==> config.mk <==
export PLATFORM = sky130hd
export DESIGN_NAME = alu_mc
export DESIGN_NICKNAME = d
export VERILOG_FILES = /design/src/rtl/alu_mc.sv
export SDC_FILE = /design/constraint.sdc
export NUM_CORES = 1
export LEC_CHECK = 0
export CORE_ASPECT_RATIO = 0.7
export CORE_UTILIZATION = 51
export DETAILED_ROUTE_END_ITERATION = 8
export GPL_TIMING_DRIVEN = 0
export PLACE_DENSITY = 0.77
export SETUP_SLACK_MARGIN = 0.5
export SLEW_MARGIN = 20
export SYNTH_ARGS = -nofsm -noshare
export SYNTH_HDL_FRONTEND = slang
export SYNTH_SLANG_ARGS = --single-unit
==> constraint.sdc <==
create_clock -name clk -period 4.2 [get_ports clk]
set_input_delay 1.05 -clock clk [delete_from_list [all_inputs] [get_ports clk]]
set_output_delay 1.05 -clock clk [all_outputs]
set_load 0.01 [all_outputs]
==> src/rtl/alu_mc.sv <==
// alu_mc: multi-cycle ALU with valid/ready handshakes on operands and results.
// Optional iterative shift-add multiply on ALUop 011, enabled by defining MUL_EN.
// Without MUL_EN, 011 is treated as an undefined op.
module alu_mc #(
  parameter int DATA_WIDTH = 32
) (
  input  logic                  clk,
  input  logic                  rst,
  input  logic                  in_valid,
  output logic                  in_ready,
  input  logic [DATA_WIDTH-1:0] A,
  input  logic [DATA_WIDTH-1:0] B,
  input  logic [2:0]            ALUop,
  output logic                  out_valid,
  input  logic                  out_ready,
  output logic [DATA_WIDTH-1:0] Result,
  output logic                  Overflow,
  output logic                  CarryOut,
  output logic                  Zero
);

  localparam int W  = DATA_WIDTH;
  localparam int CW = $clog2(W) + 1;

`ifdef MUL_EN
  typedef enum logic [1:0] {S_IDLE = 2'd0, S_CALC = 2'd1, S_DONE = 2'd2} state_t;
`else
  typedef enum logic {S_IDLE = 1'b0, S_DONE = 1'b1} state_t;
`endif

  state_t         r_state;
  state_t         w_state_next;
  logic [W:0]     w_sum;
  logic [W:0]     w_diff;
  logic [W-1:0]   w_res;
  logic           w_ovf;
  logic           w_carry;
  logic           w_accept;
  logic [W-1:0]   r_result;
  logic           r_ovf;
  logic           r_carry;
  logic           r_zero;

`ifdef MUL_EN
  logic [2*W-1:0] r_mcand;
  logic [2*W-1:0] r_acc;
  logic [2*W-1:0] w_acc_next;
  logic [W-1:0]   r_mplier;
  logic [CW-1:0]  r_cnt;
  logic           w_mul_last;
  logic           w_is_mul;
`endif

  assign in_ready  = (r_state == S_IDLE);
  assign out_valid = (r_state == S_DONE);
  assign w_accept  = in_ready && in_valid;
  assign Result    = r_result;
  assign Overflow  = r_ovf;
  assign CarryOut  = r_carry;
  assign Zero      = r_zero;

  // Single-cycle ALU result and flags, computed from the live operands at acceptance
  always_comb begin
    w_sum   = {1'b0, A} + {1'b0, B};
    w_diff  = {1'b0, A} - {1'b0, B};
    w_res   = '0;
    w_ovf   = 1'b0;
    w_carry = 1'b0;
    case (ALUop)
      3'b000: w_res = A & B;
      3'b001: w_res = A | B;
      3'b010: begin
        w_res   = w_sum[W-1:0];
        w_carry = w_sum[W];
        w_ovf   = (A[W-1] == B[W-1]) && (w_sum[W-1] != A[W-1]);
      end
      3'b110: begin
        w_res   = w_diff[W-1:0];
        w_carry = w_diff[W];
        w_ovf   = (A[W-1] != B[W-1]) && (w_diff[W-1] != A[W-1]);
      end
      3'b111: w_res = {{(W-1){1'b0}}, ($signed(A) < $signed(B))};
      default: ;
    endcase
  end

`ifdef MUL_EN
  // Multiplier step: conditionally add the shifted multiplicand
  always_comb begin
    w_is_mul   = (ALUop == 3'b011);
    w_acc_next = r_acc + (r_mplier[0] ? r_mcand : '0);
    w_mul_last = (r_cnt == CW'(W - 1));
  end
`endif

  // Next-state decode
  always_comb begin
    w_state_next = r_state;
    case (r_state)
      S_IDLE: begin
        if (in_valid) begin
`ifdef MUL_EN
          if (w_is_mul) w_state_next = S_CALC;
          else          w_state_next = S_DONE;
`else
          w_state_next = S_DONE;
`endif
        end
      end
`ifdef MUL_EN
      S_CALC: if (w_mul_last) w_state_next = S_DONE;
`endif
      S_DONE: if (out_ready) w_state_next = S_IDLE;
      default: w_state_next = S_IDLE;
    endcase
  end

  // State register
  always_ff @(posedge clk) begin
    if (rst) r_state <= S_IDLE;
    else     r_state <= w_state_next;
  end

  // Result/flag registers and multiplier datapath
  always_ff @(posedge clk) begin
    if (rst) begin
      r_result <= '0;
      r_ovf    <= 1'b0;
      r_carry  <= 1'b0;
      r_zero   <= 1'b0;
`ifdef MUL_EN
      r_mcand  <= '0;
      r_acc    <= '0;
      r_mplier <= '0;
      r_cnt    <= '0;
`endif
    end else begin
`ifdef MUL_EN
      if (w_accept && w_is_mul) begin
        r_mcand  <= {{W{1'b0}}, A};
        r_mplier <= B;
        r_acc    <= '0;
        r_cnt    <= '0;
      end else if (w_accept) begin
        r_result <= w_res;
        r_ovf    <= w_ovf;
        r_carry  <= w_carry;
        r_zero   <= (w_res == '0);
      end
      // Last iteration writes the result directly from the final accumulator sum
      if (r_state == S_CALC) begin
        r_acc    <= w_acc_next;
        r_mcand  <= r_mcand << 1;
        r_mplier <= r_mplier >> 1;
        r_cnt    <= r_cnt + CW'(1);
        if (w_mul_last) begin
          r_result <= w_acc_next[W-1:0];
          r_ovf    <= |w_acc_next[2*W-1:W];
          r_carry  <= 1'b0;
          r_zero   <= (w_acc_next[W-1:0] == '0);
        end
      end
`else
      if (w_accept) begin
        r_result <= w_res;
        r_ovf    <= w_ovf;
        r_carry  <= w_carry;
        r_zero   <= (w_res == '0);
      end
`endif
    end
  end

endmodule

==> results of run 1 <==
## flip-flops by register name, summed over array words and instances, names as in the netlist
register	cells
Result	32
out_valid	1
Zero	1
Overflow	1
CarryOut	1
## synth_stat cells (all sizes together) (9+ instances only)
master	n
nor3	29
clkbuf	45
buf	12
nand4	11
a211oi	35
nor2b	14
o31ai	15
nand3	20
a31oi	9
a21oi	83
o22ai	10
xnor2	23
ha	99
a21o	11
nand2	71
nand2b	11
nor2	106
dfxtp	36
nor4	19
o21ai	47
o211ai	17
mux2i	17
inv	105
## how the worst min path moves through the flow
| stage | start | cells after the start | slack (ns) | endpoint |
|---|---|---|---|---|
| floorplan | Overflow | 2 | 0.48 | Overflow |
| global route | Result[31] | 2 | 0.50 | Result[31] |
| finish | Result[0] | 2 | 0.49 | Result[0] |
| detailed placement | Result[31] | 2 | 0.48 | Result[31] |
| CTS | Result[31] | 2 | 0.48 | Result[31] |
| global placement | Overflow | 2 | 0.47 | Overflow |
## cell families after synthesis
logic type,count (synthesis),share of synthesized area (%)
flip-flops,36,10.94
adder cells (fa/ha/maj),101,19.41
multiplexers,19,2.925
buffers and inverters,164,9.553
AND/OR/NAND/NOR,307,22.20
AO/OA/AOI/OAI,311,31.64
XOR/XNOR,25,3.324
## repair_timing
action | CTS | global route
resized for setup | 377 | 91
cloned | 1 | 0
buffers inserted | 84 | 9
pin swaps | 90 | 43
setup endpoints to repair | 26 | 18
## per-layer routing
metal / share of wire, % / vias to the layer above
met4: 4.3 / 0
met3: 17 / 167
li1: - / 3870
met5: 0 / -
met1: 39 / 4164
met2: 40 / 825
## worst max-delay path, delay by kind of cell
family          cells  cell delay [ns]
compound gates      8             1.51
xor+xnor            1             0.12
fa+ha+maj           1             0.30
buf+inv             3             0.76
simple gates        2             0.53
## power by group through the flow
stage                     Clock (mW)  Sequential (mW)  Combinational (mW)
final                          0.378            0.392                1.49
after CTS                      0.367            0.389                1.30
after floorplan                    0            0.403               0.617
after detailed placement           0            0.396               0.985
after global routing           0.384            0.393                1.55
after global placement             0            0.395               0.980
## metrics by stage
step | setup WS, ns | TNS, ns | utilization [%] | cell area (sq um)
after global placement | -1.052 | -8.400 | 63.30 | 7916
after CTS | 0.2859 | 0 | 79.19 | 9905
final | 0.1304 | 0 | 82.52 | 10320
after global routing | 0.02687 | 0 | 82.50 | 10320
after floorplan | 0.3683 | 0 | - | 6663
after detailed placement | -1.077 | -8.523 | 63.30 | 7916
## layout make-up
type	count	area share (%)
well taps	162	1.964
multi-input cells	763	63.26
repair buffers	199	17.31
flip-flops and latches	36	6.983
inverters	107	4.267
clock buffers	8	1.418
plain buffers	57	4.776
diodes	1	0.02425
==> results.ini, run 1 <==
[timing]
hold_viol=0
max_freq_mhz=245.7
setup_viol=0
fin_crit_ns=4.070
fin_worst_skew_ns=0.003900
drv_slew=0
min_period_over_period_pct=96.90
holdWs_ns=0.4934
slew-limit-headroom_pct=19.47
worst_pin_slew_ns=1.204
rsz0062_at_grt=true

[layout]
area_growth_syn_to_layout_pct=56.68
multi_input_area_sq_mm=0.006529
register_area_sq_um=720.7
fill_cells=792
final_common_cell=nor2_1
stdcell_count=1333
drive_above_1_share_pct=31.88
final_cell_mix=nor2_1 (95), buf_4 (85), inv_1 (73), ha_1 (73), nand2_1 (60)
layout.nets=1341

[setup_path]
critPathLaunch=A[24]
cp-endpoint=Zero
critPathSlowestCell=clkdlybuf4s50_1
cp_common_cell=a31oi_1
r2r-start=out_valid
rr_endpoint=Zero
path_class=in -> reg
end_kind=flop
startpoint_type=input port
crit_fanout=9
cpPeakStageDelay_ns=0.52
cp.arrival_ns=4.27
crit_chain=clkdlybuf4s50_1, inv_1, ha_1, buf_4, nor4_4, o21ai_2, a31oi_1, o21ai_0, a21oi_1, a31oi_1, o41ai_2, xnor2_1, a22oi_1, nand4_1, o31ai_1
reg2reg_depth=8
reg2reg_slack_ns=2.21
critPathRequiredTime_ns=4.40

[clock_network]
root_buffer=clkbuf_16
cts.sinks=36
cts_buffer_depth=2
cts.clk_slew.worst_paths_ns=0.05
postCtsHoldBufs=0
clkLatencyLatePin_ns=0.28
numCtsBuffers=5
htree_levels=2
tritoncts=built

[power_and_ir_drop]
power_density_mw_per_mm2=219.0
p_leak_nw=4.300
p_switching_mw=1.016
power_mw=2.260
clkPwrFrac_pct=16.7
netSwitchingFraction_pct=44.96
intPower_mw=1.244
ir_drop_mv=0.2512
seq_power_share_pct=17.3
p_comb_share_pct=65.9

[run]
max-cap-violations=0

[drt]
ant_nets=0
vias_per_cell=6.771
dr_total_vias=9026
wl_per_cell_um=23.41
wl_um=31200
dr.pass1.iters=8
drt_iter0_drc=1483
drc_errors=0

[logic_synthesis]
synthFlopType=dfxtp_1
avgSynthCellArea_sq_um=6.841
async_flop_share_pct=0
synth_top_area_cell=ha_1
synth_top_area_share_pct=18.80
ys_types=72
synth_seq_cells=36
synth_edf_count=0
syn_nets=1135
ys_seq_area_share_pct=10.94
synthCells=963
yosys-top-cells-area=ha_1 (19%), dfxtp_1 (11%), a21oi_1 (6.2%), nor2_1 (6.0%), inv_1 (5.9%)
netlist_area_sq_mm=0.006588
yosys_warnings=0

[placed_design]
gp_congestion=0.9575
io_buffers=105
dp.cells=1230
place_hpwl_um=20620

[global_routing]
first_global_vias=8188
met3_usage_pct=16.01
grt-ovfl-total=0
antenna_found_initial=0
met2_usage_pct=60.15
gr-usage-all-layers_pct=43.07
grt_max_degree=11
grt_first_pass_wirelength_um=44540
gr-usage-met1_pct=60.52
top_usage_layer=met1

[status]
status=complete, no violations

[die]
ioPinCount=108
dieArea_sq_mm=0.01338
die-width_um=137.8
rows=34
core_sq_mm=0.01251
start_util_pct=52.67
die_h_um=97.09

[min_path]
worstHoldPathType=reg -> reg

No activity file was read; power rests on OpenSTA's default activity.
==> inputs of run 2 (changes only) <==
--- a/config.mk
+++ b/config.mk
@@ -11,7 +11,7 @@
 export GPL_TIMING_DRIVEN = 0
 export PLACE_DENSITY = 0.77
 export SETUP_SLACK_MARGIN = 0.5
-export SLEW_MARGIN = 20
+export SKIP_LAST_GASP = 1
 export SYNTH_ARGS = -nofsm -noshare
 export SYNTH_HDL_FRONTEND = slang
 export SYNTH_SLANG_ARGS = --single-unit
==> results of run 2 <==
Same layout as run 1: the final DEF is identical, and so are final timing and power.
==> inputs of run 3 (changes only) <==
--- a/config.mk
+++ b/config.mk
@@ -7,6 +7,7 @@
 export LEC_CHECK = 0
 export CORE_ASPECT_RATIO = 0.7
 export CORE_UTILIZATION = 51
+export CTS_CLUSTER_SIZE = 12
 export DETAILED_ROUTE_END_ITERATION = 8
 export GPL_TIMING_DRIVEN = 0
 export PLACE_DENSITY = 0.77
==> results of run 3 <==
Same layout as run 1: the final DEF is identical, and so are final timing and power.
